File: config.mk
export PLATFORM = sky130hd
export DESIGN_NAME = cont_rw_autoinc_regs
export DESIGN_NICKNAME = d
export VERILOG_FILES = /design/src/rtl/cont_rw_regs_pkg.sv /design/src/rtl/cont_rw_autoinc_regs_autoinc_ptr.sv /design/src/rtl/cont_rw_autoinc_regs.sv
export SDC_FILE = /design/constraint.sdc
export NUM_CORES = 1
export LEC_CHECK = 0
export BUFFER_PORTS_ARGS = -buffer_cell sky130_fd_sc_hd__clkbuf_2
export CELL_PAD_IN_SITES_DETAIL_PLACEMENT = 0
export CELL_PAD_IN_SITES_GLOBAL_PLACEMENT = 1
export CORE_AREA = 2 2 327 329
export CTS_BUF_LIST = sky130_fd_sc_hd__clkbuf_4 sky130_fd_sc_hd__clkbuf_8
export CTS_CLUSTER_SIZE = 16
export DETAILED_ROUTE_END_ITERATION = 16
export DIE_AREA = 0 0 329 331
export PLACE_DENSITY_LB_ADDON = 0.1
export SLEW_MARGIN = 20
export SYNTH_ARGS = -nofsm -noshare
export SYNTH_HDL_FRONTEND = slang
export SYNTH_SLANG_ARGS = --single-unit
export TNS_END_PERCENT = 10
File: constraint.sdc
create_clock -name iClk -period 3 [get_ports iClk]
set_input_delay 0.15 -clock iClk [delete_from_list [all_inputs] [get_ports iClk]]
set_output_delay 0.15 -clock iClk [all_outputs]
set_load 0.01 [all_outputs]
File: src/rtl/cont_rw_regs_pkg.sv
// rtl/cont_rw_regs_pkg.sv - shared FSM encoding and elaboration helpers for the auto-increment register file
package cont_rw_regs_pkg;

    typedef enum logic [1:0] {
        ST_IDLE    = 2'd0,
        ST_CAPTURE = 2'd1,
        ST_DONE    = 2'd2
    } state_e;

    function automatic int clog2(input int value);
        int result;
        int v;
        result = 0;
        v = value - 1;
        while (v > 0) begin
            result++;
            v = v >> 1;
        end
        return result;
    endfunction

endpackage

File: src/rtl/cont_rw_autoinc_regs_autoinc_ptr.sv
// rtl/cont_rw_autoinc_regs_autoinc_ptr.sv - register pointer with load, advance, wrap/saturate and range flag
module autoinc_ptr
    import cont_rw_regs_pkg::*;
#(
    parameter int NUM_REGS = 48,
    parameter int ADDR_W   = 6,
    parameter int WRAP_EN  = 1
) (
    input  logic              clk,
    input  logic              rst_n,
    input  logic              load,
    input  logic [ADDR_W-1:0] load_val,
    input  logic              advance,
    output logic [ADDR_W-1:0] ptr,
    output logic              in_range
);

    localparam logic [ADDR_W:0]   NUM_REGS_EXT = (ADDR_W + 1)'(NUM_REGS);
    localparam logic [ADDR_W-1:0] LAST_IDX     = ADDR_W'(NUM_REGS - 1);

    if (clog2(NUM_REGS) > ADDR_W) begin : g_addr_w_check
        $error("ADDR_W too narrow for NUM_REGS");
    end

    logic [ADDR_W-1:0] ptr_q;
    logic [ADDR_W-1:0] ptr_d;

    always_comb begin
        in_range = ({1'b0, ptr_q} < NUM_REGS_EXT);
        ptr_d    = ptr_q;
        if (load) begin
            ptr_d = load_val;
        end else if (advance && in_range) begin
            // An out-of-range pointer is parked until the next load.
            if (ptr_q == LAST_IDX) begin
                ptr_d = (WRAP_EN != 0) ? '0 : LAST_IDX;
            end else begin
                ptr_d = ptr_q + 1'b1;
            end
        end
    end

    always_ff @(posedge clk) begin
        if (!rst_n) begin
            ptr_q <= '0;
        end else begin
            ptr_q <= ptr_d;
        end
    end

    assign ptr = ptr_q;

endmodule

File: src/rtl/cont_rw_autoinc_regs.sv
// rtl/cont_rw_autoinc_regs.sv - byte register file with auto-incrementing pointer and mixed RW/RO registers
module cont_rw_autoinc_regs
    import cont_rw_regs_pkg::*;
#(
    parameter int                         NUM_REGS = 48,
    parameter int                         DATA_W   = 8,
    parameter int                         ADDR_W   = 6,
    parameter logic [NUM_REGS-1:0]        WR_MASK  = '0,
    parameter logic [NUM_REGS*DATA_W-1:0] RST_VAL  = '0,
    parameter int                         WRAP_EN  = 1
) (
    input  logic                         iClk,
    input  logic                         iRst_n,
    input  logic                         iAddrLoad,
    input  logic [ADDR_W-1:0]            ivAddress,
    input  logic                         iRdReq,
    input  logic                         iWrReq,
    input  logic [DATA_W-1:0]            ivWrData,
    input  logic [NUM_REGS*DATA_W-1:0]   ivRoData,
    output logic [DATA_W-1:0]            ovQ,
    output logic                         oAccessDone,
    output logic [ADDR_W-1:0]            ovPointer,
    output logic [NUM_REGS*DATA_W-1:0]   ovRwRegs,
    output logic [NUM_REGS-1:0]          oWrStb,
    output logic                         oErr
);

    // Read-only slots are held at zero so ovRwRegs can be driven straight from storage.
    function automatic logic [NUM_REGS*DATA_W-1:0] masked_rst();
        logic [NUM_REGS*DATA_W-1:0] r;
        r = '0;
        for (int i = 0; i < NUM_REGS; i++) begin
            if (WR_MASK[i]) r[i*DATA_W +: DATA_W] = RST_VAL[i*DATA_W +: DATA_W];
        end
        return r;
    endfunction

    localparam logic [NUM_REGS*DATA_W-1:0] RST_EFF = masked_rst();

    state_e                     state_q, state_d;
    logic [DATA_W-1:0]          q_q, q_d;
    logic                       done_q, done_d;
    logic                       err_q, err_d;
    logic [NUM_REGS-1:0]        wr_stb_q, wr_stb_d;
    logic [NUM_REGS*DATA_W-1:0] regs_q, regs_d;

    logic                       ptr_load;
    logic                       ptr_adv;
    logic                       ptr_in_range;
    logic [ADDR_W-1:0]          ptr;
    logic [NUM_REGS-1:0]        ptr_hit;
    logic                       ptr_writable;
    logic [DATA_W-1:0]          rd_val;
    logic                       wr_en;

    autoinc_ptr #(
        .NUM_REGS (NUM_REGS),
        .ADDR_W   (ADDR_W),
        .WRAP_EN  (WRAP_EN)
    ) u_ptr (
        .clk      (iClk),
        .rst_n    (iRst_n),
        .load     (ptr_load),
        .load_val (ivAddress),
        .advance  (ptr_adv),
        .ptr      (ptr),
        .in_range (ptr_in_range)
    );

    always_comb begin
        ptr_hit      = '0;
        ptr_writable = 1'b0;
        rd_val       = '0;
        for (int i = 0; i < NUM_REGS; i++) begin
            if (ptr == ADDR_W'(i)) begin
                ptr_hit[i]   = 1'b1;
                ptr_writable = WR_MASK[i];
                rd_val       = WR_MASK[i] ? regs_q[i*DATA_W +: DATA_W]
                                          : ivRoData[i*DATA_W +: DATA_W];
            end
        end
    end

    always_comb begin
        state_d  = state_q;
        q_d      = q_q;
        done_d   = (state_q == ST_CAPTURE);
        err_d    = err_q;
        wr_stb_d = '0;
        regs_d   = regs_q;
        ptr_load = 1'b0;
        ptr_adv  = 1'b0;
        wr_en    = 1'b0;

        case (state_q)
            ST_IDLE: begin
                if (iAddrLoad) begin
                    ptr_load = 1'b1;
                    err_d    = 1'b0;
                end else if (iWrReq) begin
                    state_d = ST_CAPTURE;
                    ptr_adv = 1'b1;
                    wr_en   = ptr_writable;
                    if (iRdReq || !ptr_writable) err_d = 1'b1;
                end else if (iRdReq) begin
                    state_d = ST_CAPTURE;
                    ptr_adv = 1'b1;
                    q_d     = rd_val;
                    if (!ptr_in_range) err_d = 1'b1;
                end
            end
            ST_CAPTURE: begin
                state_d = ST_DONE;
                if (iAddrLoad || iRdReq || iWrReq) err_d = 1'b1;
            end
            ST_DONE: begin
                state_d = ST_IDLE;
                if (iAddrLoad || iRdReq || iWrReq) err_d = 1'b1;
            end
            default: state_d = ST_IDLE;
        endcase

        if (wr_en) wr_stb_d = ptr_hit;
        for (int i = 0; i < NUM_REGS; i++) begin
            if (wr_en && ptr_hit[i]) regs_d[i*DATA_W +: DATA_W] = ivWrData;
        end
    end

    always_ff @(posedge iClk) begin
        if (!iRst_n) begin
            state_q  <= ST_IDLE;
            q_q      <= '0;
            done_q   <= 1'b0;
            err_q    <= 1'b0;
            wr_stb_q <= '0;
            regs_q   <= RST_EFF;
        end else begin
            state_q  <= state_d;
            q_q      <= q_d;
            done_q   <= done_d;
            err_q    <= err_d;
            wr_stb_q <= wr_stb_d;
            regs_q   <= regs_d;
        end
    end

    assign ovQ         = q_q;
    assign oAccessDone = done_q;
    assign ovPointer   = ptr;
    assign ovRwRegs    = regs_q;
    assign oWrStb      = wr_stb_q;
    assign oErr        = err_q;

endmodule

==> impl_metrics.yaml, run 1 <==
final_layout:
  final_util_pct: 12.6
  fill_cells: 12549
  layout_common_cells: "432 x conb_1, 410 x clkbuf_2, 220 x buf_4, 151 x nand2_1, 102 x nor2_1"
  syn2layout_area_growth_pct: 50.1
  fin_cells: 3354
  drive_gt1_share_pct: 37.9
  nNetsFinal: 2366
  mostFrequentLayoutCell: "conb_1"
  design_area_sq_um: 13200
setup_path:
  r2r-end: "ovQ[5]"
  cpPeakStageDelay_ns: 0.55
  critPathArrivalTime_ns: 3.24
  critPathCaptureType: "flip-flop"
  cpMostUsedCell: "buf_12"
  rr_worst_depth: 13
  rrSetupSlack_ns: 0.004
  critPathKind: "reg -> reg"
  r2r-start: "u_ptr.ptr[1]"
  cp.required_ns: 3.24
  crit_fanout: 6
  critical_path.top_delay_family: "compound AO/OA/AOI/OAI gates"
  crit_chain: "buf_6 > ha_4 > buf_12 > buf_12 > nor2_1 > buf_4 > o21ai_1 > o2bb2ai_1 > a311o_1 > nand4_1 > a31oi_4 > o211ai_1 > a21o_1"
  cp_num_buf_inv: 4
  cp_slowest_cell: "o211ai_1"
  start_kind: "flip-flop"
timing:
  fin_tns_setup_ns: 0
  setup_viol: 0
  clock_skew_ns: 0.00664
  maxClockFrequency_mhz: 334
  post-route-period-util_pct: 99.9
  hold_ws_ns: 0.130
  hold_viol_final: 0
  maxSlewViolCount: 0
  tightest_slew_ns: 0.712
  maxSlewHeadroom_pct: 52.4
  rsz0062_at_grt: "true"
  period_needed_ns: 3.00
  setup_slack_ns: 0.00421
hold_path:
  hold_end: "u_ptr.ptr[2]"
  min_from: "ivAddress[2]"
  hold_class: "in -> reg"
  hold_depth: 3
global_routing:
  grt_start_max_net_pins: 41
  grt_pass1_vias: 11323
  track_usage_pct: 13.5
  grt_first_pass_wirelength_mm: 101
  gr-total-overflow: 0
  antenna_found_initial: 31
detailed_routing:
  wl_per_cell_um: 23.6
  num_vias: 11208
  vias_per_cell: 3.34
  highest_layer: "met5"
  wl_met3_mm: 5.17
  finalWirelength_mm: 79.3
  wl_met2_mm: 39.9
  drt_pass1_iterations: 5
  remaining_drc_errors: 0
  wl_met1_mm: 33.4
  ant_nets: 0
  drtIter0Drc: 496
synthesis:
  muxShareOfSynthArea_pct: 0.468
  yosys.area_share.xor_xnor_pct: 0.0992
  syn_inst: 1369
  synth_adder_area_share_pct: 0.850
  seq_area_frac_synth_pct: 4.08
  yosysWarnings: 0
  yosysUniqueCellTypes: 84
  synth_edf_count: 0
  synth_top_family_by_area: "buffers and inverters"
  synth_seq_cells: 18
  synthFlopType: "dfxtp_1"
  syn_avg_cell_area_sq_um: 6.45
  synth_compound_area_share_pct: 27.8
  syn_area_sq_um: 8830
  synthSimpleGateAreaFrac_pct: 25.6
  async_flop_share_pct: 0
power_and_ir_drop:
  power_mw: 3.11
  cellPowerDensity_nw_per_um2: 235
  swShare_pct: 55.9
  power_switching_mw: 1.74
  intPower_mw: 1.37
  ir_drop_mv: 0.140
  p_leak_nw: 6.38
  seqPwrFrac_pct: 9.4
  power_frac_clock_pct: 8.2
  p_comb_share_pct: 82.4
clock_network:
  clkSinkCount: 18
  clk_pin_slew_ns: 0.11
  clock_latency_ns: 0.29
  root_buffer: "clkbuf_8"
  numCtsBuffers: 3
  tritoncts: "done"
  cts_max_path_buffers: 2
  h-tree-depth: 1
die:
  dieArea_sq_um: 109000
  fp.dieW_um: 329
  boundaryPins: 851
  die-height_um: 331
  start_util_pct: 8.41
  core-area_sq_um: 105000
  rows: 119
place:
  dpl_cell_area_sq_um: 12500
  dp.cells: 3321
  place_hpwl_mm: 69.0
  place_ws_ns: -0.719
  port_buffers: 410
  place.gp.congestion: 0.768
outcome:
  outcome: "completed"
flow_run:
  maxCapViolCount: 0
registers in the layout, summed over array words and instances, names as in the netlist:
name / count
oErr: 1
oAccessDone: 1
ovQ: 8
state_q: 2
u_ptr.ptr: 6
power groups by stage:
stage / combinational [mW] / clock [mW] / sequential, mW
3_5_place_dp: 2.29 / 0 / 0.295
3_3_place_gp: 2.31 / 0 / 0.294
6_report: 2.57 / 0.255 / 0.292
2_1_floorplan: 1.39 / 0 / 0.296
5_1_grt: 2.80 / 0.281 / 0.296
4_1_cts: 2.47 / 0.278 / 0.291
metal layers:
layer	up-vias	track usage (%)
li1	5233	-
met1	5348	16.7
met2	535	24.2
met3	56	3.32
met4	36	1.42
met5	-	0
cells in the mapped netlist, drive strengths merged (11+ instances only):
library cell	instances	area, sq um
a211oi	27	208
a21oi	71	359
a221oi	13	114
a22oi	17	128
a31oi	17	106
and2	14	87.6
and3	11	68.8
buf	466	3430
clkbuf	35	133
dfxtp	18	360
inv	14	52.6
nand2	156	586
nand2b	11	68.8
nand3	62	310
nand4	18	113
nor2	109	419
nor3	42	230
o2111ai	11	96.3
o211ai	25	193
o21ai	67	335
o221ai	22	193
o22ai	31	194
area by class of cell:
type / instances / area, sq um / area share, %
multi-input cells: 1265 / 6800 / 51.4
repair buffers: 653 / 4200 / 31.7
well taps: 1391 / 1740 / 13.1
flip-flops and latches: 18 / 372 / 2.80
inverters: 16 / 61.3 / 0.463
clock buffers: 4 / 55.1 / 0.416
diodes: 7 / 17.5 / 0.132
what timing repair did:
action                                  4_1_cts  5_1_grt
endpoints found under the setup margin        8        8
pin swaps                                    10       14
buffers inserted                              3       13
gates resized for setup                      45       34
hold buffers                                  0        0
cloned                                        3        3
worst max-delay path by stage:
stage                       from  endpoint  slack (ns)  cells past startpoint
floorplan           u_ptr.ptr[0]    ovQ[7]        0.41                     10
global placement    u_ptr.ptr[0]    ovQ[4]       -0.71                     13
detailed placement  u_ptr.ptr[0]    ovQ[4]       -0.72                     13
CTS                 u_ptr.ptr[5]    ovQ[4]       -0.02                     12
global route        u_ptr.ptr[0]    ovQ[5]       -0.09                     13
finish              u_ptr.ptr[1]    ovQ[5]       0.004                     13
logic make-up after synthesis:
group	Yosys count
adders and majority gates	6
xor gates and xnor gates	1
AOI/OAI and AO/OA	357
other	1
and+or+nand+nor	465
DFF	18
buffers and inverters	517
muxes	4
worst register-to-register path: cells and delay by family, from the launching register on:
family	cells	cell delay, ns
and+or+nand+nor	2	0.31
AOI/OAI and AO/OA	6	1.49
DFF	1	0.38
adders and majority gates	1	0.21
buffers and inverters	4	0.58
Power figures use the tool's default switching activity.
==> run 2: changes to the inputs <==
ABC_AREA = 1   (was default)
CORE_AREA = 2 2 330 332   (was 2 2 327 329)
DIE_AREA = 0 0 332 334   (was 0 0 329 331)
==> run 2 against run 1 <==
  * The flow now finishes with violations (negative setup slack)
  * Die area grew 1.8%
  * Global-route usage fell by 3.6 points
  * Largest cell class unchanged
  * Worst setup slack worse by 1.4 ns
  * Power up 38%
  * Sequential share of layout area up 0.058 points
  * Clock power decreased by 18%
  * Worst hold slack better by 0.0074 ns
  * Synthesized cell count grew 23%
  * Sequential power is 7.9% higher
  * Clock skew is 0.0016 ns higher
  * Highest routed layer unchanged
  * Critical path depth grew 40
  * Wire length fell by 27%
==> impl_metrics.yaml, run 2 <==
clock_network:
  cts_max_path_buffers: 2
  numCtsBuffers: 3
  clkSinkCount: 18
  h-tree-depth: 1
  tritoncts: "done"
  clock_latency_ns: 0.28
  clk_pin_slew_ns: 0.10
  cts-hold-fix-buffers: 0
  root_buffer: "clkbuf_8"
final_layout:
  mostFrequentLayoutCell: "nand2_1"
  syn2layout_area_growth_pct: 47.3
  largest_reg_flops: 8
  final_util_pct: 12.2
  drive_gt1_share_pct: 34.8
  layout_common_cells: "440 x nand2_1, 432 x conb_1, 410 x clkbuf_2, 207 x inv_1, 182 x buf_4"
  nNetsFinal: 2674
synthesis:
  synth_edf_count: 0
  syn_inst: 1682
  syn_area_sq_um: 8960
  seq_area_frac_synth_pct: 4.02
  yosys.area.top_type: "buf_4"
  synthTopCellsByArea: "buf_4 36%, nand2_1 21%, inv_1 8.8%"
  synthFlopType: "dfxtp_1"
  synthTopCellsByCount: "500 x nand2_1, 434 x buf_4, 210 x inv_1"
  synth.most_common_cell: "nand2_1"
  synth_top_cell_area_share_pct: 36.4
  async_flop_share_pct: 0
  syn_avg_cell_area_sq_um: 5.33
  yosysUniqueCellTypes: 38
  synth_seq_cells: 18
  yosysWarnings: 0
setup_path:
  critPathArrivalTime_ns: 4.53
  cpPeakStageDelay_ns: 0.37
  endpoint: "ovQ[7]"
  cp.required_ns: 3.15
  r2r-end: "ovQ[7]"
  crit_fanout: 6
  rrSetupSlack_ns: -1.39
  crit_path_start: "u_ptr.ptr[0]"
  critPathKind: "reg -> reg"
  cpMostUsedCell: "nand2_1"
  rr_worst_depth: 53
  critPathCaptureType: "flip-flop"
  r2r-start: "u_ptr.ptr[0]"
  start_kind: "flip-flop"
  cp_slowest_cell: "dfxtp_4"
detailed_routing:
  remaining_drc_errors: 0
  num_vias: 10666
  wl_per_cell_um: 15.8
  ant_nets: 0
  drt_pass1_iterations: 6
  finalWirelength_mm: 58.1
  drtIter0Drc: 318
  vias_per_cell: 2.90
power_and_ir_drop:
  power_mw: 4.31
  p_leak_nw: 7.39
  ir_drop_mv: 0.121
  cellPowerDensity_nw_per_um2: 326
die:
  die-height_um: 334
  rows: 121
  dieArea_sq_um: 111000
  boundaryPins: 851
  fp.dieW_um: 332
  core-area_sq_um: 108000
  start_util_pct: 8.31
flow_run:
  maxCapViolCount: 0
place:
  place_hpwl_mm: 53.6
  place_ws_ns: -2.15
  port_buffers: 410
  place.gp.congestion: 0.745
timing:
  tightest_slew_ns: 0.655
  clock_skew_ns: 0.00827
  hold_ws_ns: 0.137
  setup_viol: 8
  fin_tns_setup_ns: -10.52
  hold_viol_final: 0
  setup_slack_ns: -1.39
  maxClockFrequency_mhz: 228
  maxSlewViolCount: 0
  maxSlewHeadroom_pct: 56.3
  post-route-period-util_pct: 146
  rsz0062_at_grt: "true"
  period_needed_ns: 4.39
global_routing:
  grt_first_pass_wirelength_mm: 79.2
  track_usage_pct: 9.89
  grt_pass1_vias: 10871
  gr-total-overflow: 0
  grt_start_max_net_pins: 17
  antenna_found_initial: 15
hold_path:
  hold_class: "in -> reg"
outcome:
  outcome: "finished with violations"
  violations: "negative setup slack"
-- run 2: cell count changes in the layout (fill, tap and decap cells not counted), sizes merged, moves of 22 or more --
| cell | delta |
|---|---|
| nand2 | +349 |
| inv | +204 |
| or2 | +43 |
| nor3 | -39 |
| a21oi | +35 |
| buf | -35 |
| o22ai | -30 |
| nor2 | +28 |
| a211oi | -26 |
| o21ai | +22 |
-- run 2: timing repair --
action,4_1_cts,5_1_grt
setup endpoints to repair,8,8
buffers inserted,14,2
pin swaps,22,38
resized for setup,87,35
-- run 2: final cells by class --
cell class              instances  area (sq um)
clock buffers                   3          41.3
multi-input cells            1410          6390
fillers                     12953         94600
flip-flops and latches         18           378
diodes                          4          10.0
repair buffers                612          3770
clock inverters                 1          3.75
well taps                    1414          1770
inverters                     220           837
-- run 2: how the worst min path moves through the flow --
stage                             from            to  slack (ns)  depth (start not counted)
after detailed placement  ivAddress[2]  u_ptr.ptr[2]        0.44                          3
after global routing      ivAddress[2]  u_ptr.ptr[2]        0.13                          3
after CTS                 ivAddress[2]  u_ptr.ptr[2]        0.12                          3
after global placement    ivAddress[2]  u_ptr.ptr[2]        0.42                          3
final                     ivAddress[2]  u_ptr.ptr[2]        0.14                          3
after floorplan                 iRst_n  u_ptr.ptr[4]        0.25                          2
-- run 2: report_power, final --
part	internal [mW]	total (mW)	switching, mW
combinational	1.37	3.78	2.41
sequential	0.275	0.315	0.0396
clock	0.0920	0.209	0.117
-- run 2: worst max-delay path, delay by kind of cell, from the launching register on --
kind	cells	cell delay [ns]
AND/OR/NAND/NOR	49	3.34
AO/OA/AOI/OAI	1	0.05
flip-flops	1	0.37
buffers and inverters	2	0.28
adder cells (fa/ha/maj)	1	0.20
-- run 2: cells by family (layout without fill, tap and decap cells) --
logic type      count (synthesis)  count (layout)  share of synthesized area [%]
compound gates                214             214                           12.4
xor+xnor                        1               1                         0.0977
fa+ha+maj                       6               6                          0.838
buf+inv                       685             836                           47.2
flops                          18              18                           4.02
other cells                     1             436                         0.0418
simple gates                  757             757                           35.4
-- run 2: routing by layer --
layer	GRT usage [%]	wire length (um)
met3	2.32	3730
met1	11.6	23500
met5	0	121
met4	0.290	74
met2	19.0	30700
-- run 2: metrics by stage --
| step | area (sq um) | instances |
|---|---|---|
| 6_report | 13200 | 3682 |
| 4_1_cts | 13000 | 3676 |
| 2_1_floorplan | 10600 | 2113 |
| 3_3_place_gp | 12600 | 3658 |
| 5_1_grt | 13200 | 3678 |
| 3_5_place_dp | 12600 | 3658 |
==> run 3: changes to the inputs <==
BUFFER_PORTS_ARGS = -buffer_cell sky130_fd_sc_hd__buf_4   (was -buffer_cell sky130_fd_sc_hd__clkbuf_2)
==> run 3 against run 2 <==
  * The flow still finishes with violations (negative setup slack)
  * Sequential cell count unchanged
  * Wire length increased by 1.1%
  * Clock power about the same
==> impl_metrics.yaml, run 3 (synthesis results as in run 2) <==
outcome:
  outcome: "finished with violations"
  violations: "negative setup slack"
timing:
  setup_viol: 8
  maxSlewViolCount: 0
  maxSlewHeadroom_pct: 56.9
  hold_ws_ns: 0.123
  tightest_slew_ns: 0.646
  maxClockFrequency_mhz: 228
  post-route-period-util_pct: 146
  rsz0062_at_grt: "true"
  hold_viol_final: 0
  fin_tns_setup_ns: -10.29
  period_needed_ns: 4.39
  clock_skew_ns: 0.0140
  setup_slack_ns: -1.39
power_and_ir_drop:
  power_frac_clock_pct: 4.7
  swShare_pct: 57.3
  power_switching_mw: 2.55
  seqPwrFrac_pct: 7.1
  intPower_mw: 1.90
  p_leak_nw: 7.73
  p_comb_share_pct: 88.2
  ir_drop_mv: 0.127
  cellPowerDensity_nw_per_um2: 311
setup_path:
  critPathArrivalTime_ns: 4.54
  critPathKind: "reg -> reg"
  start_kind: "flip-flop"
  cp_slowest_cell: "dfxtp_4"
  crit_path_start: "u_ptr.ptr[0]"
  rrSetupSlack_ns: -1.39
  cpPeakStageDelay_ns: 0.39
  critPathCaptureType: "flip-flop"
  cpMostUsedCell: "nand2_1"
  r2r-end: "ovQ[0]"
  crit_fanout: 4
  rr_worst_depth: 54
  cp.required_ns: 3.15
  r2r-start: "u_ptr.ptr[0]"
global_routing:
  gr-total-overflow: 0
  grt_pass1_vias: 10873
  grt_start_max_net_pins: 17
  track_usage_pct: 9.93
  grt_first_pass_wirelength_mm: 79.4
  antenna_found_initial: 14
detailed_routing:
  num_vias: 10696
  drt_pass1_iterations: 4
  remaining_drc_errors: 0
  ant_nets: 0
  vias_per_cell: 2.89
  finalWirelength_mm: 58.8
  wl_per_cell_um: 15.9
  drtIter0Drc: 309
clock_network:
  clkSinkCount: 18
  cts_max_path_buffers: 2
  clock_latency_ns: 0.28
  cts-hold-fix-buffers: 0
  h-tree-depth: 1
  numCtsBuffers: 3
  root_buffer: "clkbuf_8"
  clk_pin_slew_ns: 0.10
  tritoncts: "done"
final_layout:
  final_util_pct: 13.3
  largest_reg_flops: 8
  drive_gt1_share_pct: 35.2
  mostFrequentLayoutCell: "buf_4"
  layout_common_cells: "607 x buf_4, 440 x nand2_1, 432 x conb_1, 204 x inv_1, 123 x nor2_1"
  design_area_sq_um: 14300
  syn2layout_area_growth_pct: 59.7
  nNetsFinal: 2689
place:
  place_ws_ns: -2.12
  dpl_cell_area_sq_um: 13700
  place.gp.congestion: 0.763
  port_buffers: 410
  place_hpwl_mm: 54.1
flow_run:
  maxCapViolCount: 0
die:
  core-area_sq_um: 108000
  start_util_pct: 8.31
  fp.dieW_um: 332
  rows: 121
  boundaryPins: 851
  dieArea_sq_um: 111000
  die-height_um: 334
hold_path:
  hold_class: "in -> reg"
  min_from: "ivAddress[5]"
  hold_depth: 3
  hold_end: "u_ptr.ptr[5]"
[run 3: cell types whose count changed in the layout (fill, tap and decap cells not counted), moves of 3 or more]
cell / delta
clkbuf_2: -410
inv_1: -3
buf_4: +425
inv_2: +5
[run 3: timing repair]
item                                    in CTS  in global routing
gates resized for setup                     86                 31
endpoints found under the setup margin       8                  8
setup buffers                               15                  4
pin swaps                                   34                 40
gates cloned                                 0                  0
[run 3: worst max-delay path by stage]
stage	slack, ns	endpoint	depth (start not counted)
after detailed placement	-2.12	ovQ[0]	53
after global routing	-1.98	ovQ[0]	54
final	-1.39	ovQ[0]	54
after CTS	-1.67	ovQ[0]	54
after global placement	-2.18	ovQ[0]	53
after floorplan	-0.41	ovQ[3]	51
[run 3: layer usage]
layer	vias up	global-route usage [%]	share of wire, %
met2	433	18.9	52
met3	32	2.94	7.5
li1	5456	-	-
met4	22	0.648	0.51
met5	-	0	0.20
met1	4753	11.3	39
[run 3: cell type report]
class                           instances  area, sq um
Antenna cell                            3         7.51
Timing Repair Buffer                  627         4900
Inverter                              220          832
Multi-Input combinational cell       1410         6380
Sequential cell                        18          378
Fill cell                           12875        93500
Tap cell                             1414         1770
Clock buffer                            3         41.3
Clock inverter                          1         3.75
[run 3: worst max-delay path: cells and delay by family (launching register included)]
family,cells,cell delay (ns)
AND/OR/NAND/NOR,45,2.97
AO/OA/AOI/OAI,4,0.35
buffers and inverters,4,0.34
flip-flops,1,0.39
adder cells (fa/ha/maj),1,0.17
[run 3: power by group through the flow]
stage | clock (mW) | combinational, mW | sequential, mW
2_1_floorplan | 0 | 2.30 | 0.320
3_3_place_gp | 0 | 3.76 | 0.316
3_5_place_dp | 0 | 3.72 | 0.318
4_1_cts | 0.233 | 4.07 | 0.318
5_1_grt | 0.240 | 4.51 | 0.322
6_report | 0.211 | 3.93 | 0.316
[run 3: metrics by stage]
stage | power [mW] | instances
floorplan | 2.62 | 2113
global placement | 4.07 | 3670
detailed placement | 4.04 | 3670
CTS | 4.62 | 3689
global route | 5.08 | 3694
finish | 4.46 | 3696
